<file path="src/rtl/async_up_counter_ctrl_if.sv">
`default_nettype none
// ============================================================================
//  Module      : async_up_counter_ctrl_if
//  Description : Control/status bundle for the modulo-N up counter.
//                Control inputs to the counter use i_*, counter results use o_*.
//  Ports       : i_start, i_stop, i_mode, i_en, i_load, i_load_val[WIDTH]
//                o_q[WIDTH], o_tc, o_wrap, o_done, o_busy
//  Modports    : master - drives control, observes status (controller / bench)
//                slave  - the counter itself
//  Revision    : 1.0 - initial release
// ============================================================================
interface async_up_counter_ctrl_if #(
   parameter int WIDTH = 4
);
   logic             i_start;
   logic             i_stop;
   logic             i_mode;
   logic             i_en;
   logic             i_load;
   logic [WIDTH-1:0] i_load_val;
   logic [WIDTH-1:0] o_q;
   logic             o_tc;
   logic             o_wrap;
   logic             o_done;
   logic             o_busy;

   modport master (
      output i_start, i_stop, i_mode, i_en, i_load, i_load_val,
      input  o_q, o_tc, o_wrap, o_done, o_busy
   );

   modport slave (
      input  i_start, i_stop, i_mode, i_en, i_load, i_load_val,
      output o_q, o_tc, o_wrap, o_done, o_busy
   );
endinterface
`default_nettype wire

</file>
<file path="src/rtl/async_up_counter_ctrl.sv">
`default_nettype none
// ============================================================================
//  Module      : async_up_counter_ctrl
//  Description : Modulo-MOD up counter with start/stop control, parallel load
//                (clamped to 0 when out of range), free-run mode with a
//                one-cycle wrap pulse and one-shot mode that halts in DONE.
//  Ports       : clk    - system clock, rising edge
//                rst_n  - asynchronous active-low reset
//                bus    - async_up_counter_ctrl_if.slave
//                         (start/stop/mode/en/load/load_val in,
//                          q/tc/wrap/done/busy out)
//  Parameters  : WIDTH - counter width, MOD - modulus (2..2**WIDTH)
//  Revision    : 1.0 - initial release
// ============================================================================
module async_up_counter_ctrl #(
   parameter int WIDTH = 4,
   parameter int MOD   = 10
) (
   input  wire                          clk,
   input  wire                          rst_n,
   async_up_counter_ctrl_if.slave       bus
);

   // Reject an unusable modulus at elaboration time.
   if ((MOD < 2) || (MOD > (2 ** WIDTH))) begin : g_mod_check
      $error("async_up_counter_ctrl: MOD out of range for WIDTH");
   end

   localparam logic [WIDTH-1:0] C_TOP = WIDTH'(MOD - 1);
   // One extra bit so MOD == 2**WIDTH is representable for the clamp compare.
   localparam logic [WIDTH:0]   C_MOD = (WIDTH + 1)'(MOD);

   typedef enum logic [1:0] {
      S_IDLE  = 2'd0,
      S_COUNT = 2'd1,
      S_DONE  = 2'd2
   } state_t;

   state_t           r_state;
   logic [WIDTH-1:0] r_q;
   logic             r_mode;
   logic             r_wrap;
   logic             r_done;
   logic             r_busy;

   logic [WIDTH-1:0] w_load_q;
   logic             w_at_top;

   // Out-of-range load values collapse to 0 so q never leaves 0..MOD-1.
   assign w_load_q = ({1'b0, bus.i_load_val} >= C_MOD) ? '0 : bus.i_load_val;
   assign w_at_top = (r_q == C_TOP);

   always_ff @(posedge clk or negedge rst_n) begin
      if (!rst_n) begin
         r_state <= S_IDLE;
         r_q     <= '0;
         r_mode  <= 1'b0;
         r_wrap  <= 1'b0;
         r_done  <= 1'b0;
         r_busy  <= 1'b0;
      end else begin
         // wrap is a single-cycle pulse; only the wrap branch re-asserts it.
         r_wrap <= 1'b0;

         if (bus.i_stop) begin
            r_state <= S_IDLE;
            r_busy  <= 1'b0;
            r_done  <= 1'b0;
         end else if (bus.i_start) begin
            // From IDLE the count resumes from the current q; a start while
            // already counting or halted is a restart from zero.
            if (r_state != S_IDLE) begin
               r_q <= '0;
            end
            r_mode  <= bus.i_mode;
            r_state <= S_COUNT;
            r_busy  <= 1'b1;
            r_done  <= 1'b0;
         end else if (bus.i_load) begin
            r_q <= w_load_q;
            if (r_state == S_DONE) begin
               r_state <= S_IDLE;
               r_done  <= 1'b0;
            end
         end else if ((r_state == S_COUNT) && bus.i_en) begin
            if (!w_at_top) begin
               r_q <= r_q + 1'b1;
            end else if (r_mode) begin
               // One-shot: park at MOD-1 and report completion.
               r_state <= S_DONE;
               r_busy  <= 1'b0;
               r_done  <= 1'b1;
            end else begin
               r_q    <= '0;
               r_wrap <= 1'b1;
            end
         end
      end
   end

   assign bus.o_q    = r_q;
   assign bus.o_tc   = w_at_top;
   assign bus.o_wrap = r_wrap;
   assign bus.o_done = r_done;
   assign bus.o_busy = r_busy;

endmodule
`default_nettype wire

</file>
<file path="src/flat_wrapper.sv">
// flat-port wrapper written by rule: the top's interface ports become plain ports
module async_up_counter_ctrl_flat 
#(
   parameter int WIDTH = 4,
   parameter int MOD   = 10
)
  (clk, rst_n, bus_i_start, bus_i_stop, bus_i_mode, bus_i_en, bus_i_load, bus_i_load_val, bus_o_q, bus_o_tc, bus_o_wrap, bus_o_done, bus_o_busy);
  async_up_counter_ctrl_if #(.WIDTH(WIDTH)) bus_i ();
  input  wire clk;
  input  wire rst_n;
  input wire logic [$bits(bus_i.i_start)-1:0] bus_i_start;
  input wire logic [$bits(bus_i.i_stop)-1:0] bus_i_stop;
  input wire logic [$bits(bus_i.i_mode)-1:0] bus_i_mode;
  input wire logic [$bits(bus_i.i_en)-1:0] bus_i_en;
  input wire logic [$bits(bus_i.i_load)-1:0] bus_i_load;
  input wire logic [$bits(bus_i.i_load_val)-1:0] bus_i_load_val;
  output wire logic [$bits(bus_i.o_q)-1:0] bus_o_q;
  output wire logic [$bits(bus_i.o_tc)-1:0] bus_o_tc;
  output wire logic [$bits(bus_i.o_wrap)-1:0] bus_o_wrap;
  output wire logic [$bits(bus_i.o_done)-1:0] bus_o_done;
  output wire logic [$bits(bus_i.o_busy)-1:0] bus_o_busy;
  assign bus_i.i_start = bus_i_start;
  assign bus_i.i_stop = bus_i_stop;
  assign bus_i.i_mode = bus_i_mode;
  assign bus_i.i_en = bus_i_en;
  assign bus_i.i_load = bus_i_load;
  assign bus_i.i_load_val = bus_i_load_val;
  assign bus_o_q = bus_i.o_q;
  assign bus_o_tc = bus_i.o_tc;
  assign bus_o_wrap = bus_i.o_wrap;
  assign bus_o_done = bus_i.o_done;
  assign bus_o_busy = bus_i.o_busy;
  async_up_counter_ctrl #(.WIDTH(WIDTH), .MOD(MOD)) u_core (.clk(clk), .rst_n(rst_n), .bus(bus_i));
endmodule
</file>
<file path="config.mk">
export PLATFORM = sky130hd
export DESIGN_NAME = async_up_counter_ctrl_flat
export DESIGN_NICKNAME = d
export VERILOG_FILES = /design/src/rtl/async_up_counter_ctrl_if.sv /design/src/rtl/async_up_counter_ctrl.sv /design/src/flat_wrapper.sv
export SDC_FILE = /design/constraint.sdc
export NUM_CORES = 1
export LEC_CHECK = 0
export ABC_AREA = 1
export BUFFER_PORTS_ARGS = -buffer_cell sky130_fd_sc_hd__buf_4
export CAP_MARGIN = 20
export CORE_MARGIN = 4
export CORE_UTILIZATION = 48
export CTS_CLUSTER_DIAMETER = 80
export DETAILED_ROUTE_END_ITERATION = 7
export PLACE_DENSITY = 0.75
export SETUP_SLACK_MARGIN = 0.05
export SYNTH_ARGS = -nofsm -noshare
export SYNTH_HDL_FRONTEND = slang
export SYNTH_SLANG_ARGS = --single-unit
</file>
<file path="constraint.sdc">
create_clock -name clk -period 1.55 [get_ports clk]
set_input_delay 0.155 -clock clk [delete_from_list [all_inputs] [get_ports clk]]
set_output_delay 0.155 -clock clk [all_outputs]
set_load 0.1 [all_outputs]
</file>
# Word level (Yosys, flattened, before mapping)
# Cells that the tools add are included.
# totals
reg_bits	10
inputBits	11
word_cells	62
# classes
n_addsub	1
order_cmp	1
eq_ne	7
n_mux	33
bitwise_logic	1
n_reduce_logical	13
# op_table
op	n
$mux W4	7
$mux W1	19
$mux W2	7
$reduce_and A4 Y1	3
$reduce_bool A3 Y1	4
$reduce_bool A4 Y1	3
$add A4 B1 Y4 const B	1
$eq A4 B4 Y1 const B	1
$ge A4 B4 Y1 const B	1
$ne A4 B3 Y1 const B	1
$ne A4 B4 Y1 const B	1
$ne A3 B3 Y1 const B	1
$eq A2 B1 Y1 const B	1
$eq A2 B2 Y1 const B	1
$ne A2 B1 Y1 const B	1
$reduce_and A2 Y1	1
$reduce_bool A2 Y1	1
$logic_and A1 B1 Y1	1
$not A1 Y1	1

# Depth between registers and ports, before layout
# logic_depth
word_depth	6
ltp_mapped	9
mapped_depth_nobuf	9

# Worst setup path after synthesis
# OpenSTA, ideal clock, no wires.
# synth_path
kind	register to register
from	reg u_core.r_q[0], in the netlist u_core.bus.o_q[0]
to	reg u_core.r_q[3], in the netlist u_core.bus.o_q[3]
setup_time_ns	0.120
arrival_ns	2.336
setup_slack_ns	-0.907
stages_incl_launch_ff	9
path_buffers	0
cell_sequence	dfrtp_1 > ha_1 > nand2_2 > nor2_4 > nand3_2 > nand2_1 > nor2_2 > nand2_1 > nand2_1
# synth_between
elab_chain_len	5
word_cells_on_any_way	8
cone_classes	add/sub (1); eq/ne (2); mux (4); reduce/logical (1)
# synth_lines
element	line_no	rtl
from (decl)	async_up_counter_ctrl.sv:40	logic [WIDTH-1:0] r_q;
from (signal assigned)	async_up_counter_ctrl.sv:80	r_q <= w_load_q;
from (signal assigned)	async_up_counter_ctrl.sv:87	r_q <= r_q + 1'b1;
$eq A4 B4 Y1 *	async_up_counter_ctrl.sv:51	assign w_at_top = (r_q == C_TOP);
net bus_o_tc	flat_wrapper.sv:18	output wire logic [$bits(bus_i.o_tc)-1:0] bus_o_tc;
$mux W4	async_up_counter_ctrl.sv:86	if (!w_at_top) begin
$mux W4	async_up_counter_ctrl.sv:85	end else if ((r_state == S_COUNT) && bus.i_en) begin
$mux W4	async_up_counter_ctrl.sv:79	end else if (bus.i_load) begin
$mux W4	async_up_counter_ctrl.sv:69	end else if (bus.i_start) begin
# Mark *: on every way through the listed nets, which the timed path passes. The rest lies on a longest branch. The select of a mux whose other input is x is not followed.
# A chain may end at the register's enable or synchronous reset.

# Worst setup path after layout
# layout_path
from	reg u_core.r_q[1], in the netlist u_core.bus.o_q[1]
to	out bus_o_tc
# layout_between
elab_chain_len	1
# layout_lines
element	line_no
$eq A4 B4 Y1	async_up_counter_ctrl.sv:51
to (decl)	flat_wrapper.sv:18
# No other way between the ends.

==> metrics <==
outcome complete, no violations; Synthesized Nets 99; core area 1170 um^2; Leakage 0.432 nW; CP delay by family, top flip-flops; ANT cells 0; drt first pass iters 4; Die H 44.0 um; total power 0.886 mW; Reg2Reg Depth 10; CP max stage cell dfrtp_4; Buf/Inv on CP 2; critical path class reg -> out; Startpoint Class register; worst-margin pin slew 0.346 ns; max-slew violations 0; flop2flop setup slack 0.14 ns; RR Endpoint u_core.bus.o_q[0]$_DFFE_PN0P_; Max FO, Critical Path 3; vias 622; synthesized cell area 623 um^2; Vias per Instance roughly 5; CP Depth 5; Seq/Total Area, Yosys 36.1%; Final #Nets 125; Core Util, Final between 70% and 80%; Peak VDD IR 1.02 mV; Crit path required time approximately 1.4 ns; Clock Sinks 9; first-pass GRT wire length about 2.4 mm; Setup crit end bus_o_tc; clock insertion delay at the later pin of the skew report 0.25 ns; Reg-to-Reg Start u_core.bus.o_q[1]$_DFFE_PN0P_; DPL Wire Length 1.22 mm; Inserted Clock Buffers 3; IO Pins 19; initial drt markers 8; Achievable Freq 679 MHz; Max-Cap Viols 0; gpl congestion 0.783; Crit path largest cell delay 0.47 ns; die width 44.0 um; Worst Setup SP u_core.bus.o_q[1]$_DFFE_PN0P_; initial antenna violation count 0; crit-path cells inv_2 -> ha_4 -> nand2_4 -> nor2_4 -> buf_12; maximum root-to-sink buffer count 2; die area roughly 1900 um^2; crit path DAT 1.32 ns; Hold WC Path Type in -> reg; post-route DRC violation count 0; largest net degree at the start of global routing 10; Yosys cell types 21; total track usage 16.8%; share of layout cells above drive strength 1 38.7%; number of global-route vias before repair between 500 and 600; Fin Clk Skew 0.00300 ns; setup TNS 0 ns; initial core utilization 53.2%; hold path cells 2; total congestion overflow 0; fin crit share 95.0%; # H-tree levels 1; CTS tree yes; fin crit period 1.47 ns; Final Setup Violations 0; # rows 12; area delta synth->final 39.4%; Total Wirelength between 1 and 1.5 mm; Pwr per Cell Area around 1000 nW/um^2; Worst Setup End Kind output pin; Post-Syn Instances 86; drt wl/cell 11.9 um; CTS clk-pin slew, worst paths 0.06 ns; Worst slew margin between 70% and 80%; Antenna Nets Post-Route 0; YS warnings 0; #FFs+latches synth 9; Port Buf Inserts 18; Filler cells 98; RSZ-0062 raised after global routing true; Clock Tree Root clkbuf_4; syn_area_per_cell 7.25 um^2; final hold vios 0
-- worst min-delay path by stage --
stage                     slack, ns  startpoint                            end
final                          0.13  bus_i_mode      u_core.r_mode$_DFFE_PN0P_
after CTS                      0.13  bus_i_mode      u_core.r_mode$_DFFE_PN0P_
after detailed placement      -0.02       rst_n  u_core.bus.o_busy$_DFFE_PN0P_
after floorplan               -0.14       rst_n  u_core.bus.o_busy$_DFFE_PN0P_
after global routing           0.13  bus_i_mode      u_core.r_mode$_DFFE_PN0P_
after global placement        -0.02       rst_n  u_core.bus.o_busy$_DFFE_PN0P_
-- logic make-up (layout without fill, tap and decap cells) --
kind of cell	Yosys count	in the layout	synth area share (%)
fa+ha+maj	2	2	4.02
buf+inv	9	34	5.42
compound gates	9	9	8.03
flops	9	9	36.1
mux	1	1	1.81
simple gates	56	56	44.6
-- cell usage in the layout, fill, tap and decap left out, types with 2 or more instances in the layout --
cell / netlist / routed
nand3_1: 6 / 6
nand2_4: 1 / 2
dfrtp_4: 0 / 2
a21oi_1: 3 / 3
inv_1: 8 / 7
nor2_1: 10 / 10
dfrtp_1: 9 / 4
nand2_2: 3 / 2
inv_2: 1 / 2
nand3_2: 2 / 2
dfrtp_2: 0 / 3
nand2_1: 27 / 27
clkbuf_4: 0 / 3
buf_4: 0 / 19
o21ai_0: 4 / 4
nor2_4: 2 / 2
-- synthesized netlist by cell type (all sizes together) --
master  instances  area, um^2
a31oi           1        6.26
ha              2        25.0
nand3           8        50.1
a21oi           3        15.0
nor2           13        66.3
nand4           2        18.8
inv             9        33.8
mux2            1        11.3
nor4            1        6.26
o21ai           5        28.8
dfrtp           9         225
nand2          31         131
nor3            1        5.00
-- final cells by class --
class | count | area [um^2] | share of cell area (%)
multi-input combinational | 68 | 382 | 43.9
sequential | 9 | 236 | 27.2
timing repair buffer | 21 | 173 | 19.9
tap | 14 | 17.5 | 2.02
inverter | 9 | 33.8 | 3.89
clock buffer | 4 | 26.3 | 3.03
-- worst reg2reg max path, cell delays in order (launching register included) --
cell and delay [ns]:
dfrtp_4 0.47, inv_2 0.07, ha_4 0.14, nand2_4 0.05, nor2_4 0.14, buf_4 0.14, nor2_1 0.03, nand2_1 0.05
o21ai_0 0.09, nand2_1 0.08, nand2_1 0.05
-- stage by stage --
| stage | instances | hold slack, ns | setup slack (ns) | area (um^2) |
|---|---|---|---|---|
| floorplan | 86 | -0.141 | -0.449 | 652 |
| global placement | 118 | -0.0207 | 0.196 | 805 |
| detailed placement | 118 | -0.0191 | 0.155 | 805 |
| CTS | 125 | 0.127 | 0.0632 | 868 |
| global route | 125 | 0.130 | 0.0129 | 868 |
| finish | 125 | 0.135 | 0.0778 | 868 |
-- routing by layer --
metal / vias to the layer above / share of wire (%) / global-route usage, %
li1: 330 / - / -
met1: 269 / 49 / 23.8
met2: 21 / 44 / 26.2
met3: 2 / 6.0 / 2.44
met4: 0 / 1.4 / 5.42
met5: - / 0 / 0
-- power by group --
group	switching (mW)	internal [mW]
Sequential	0.0423	0.271
Combinational	0.282	0.119
Clock	0.0732	0.0986
Total	0.397	0.488
-- timing repair --
action / CTS / global route
resized for setup: 3 / 0
hold buffers: 1 / 0
pin swaps: 1 / 0
hold endpoints to repair: 9 / 0
buffers inserted: 2 / 0
setup endpoints to repair: 1 / 2
-- sequential cells by signal, summed over array words and instances, names as in the netlist --
register           cells
u_core.r_mode          1
u_core.bus.o_done      1
u_core.bus.o_q         4
u_core.bus.o_wrap      1
u_core.r_state         1
u_core.bus.o_busy      1
(Power assumes the default switching activity.)
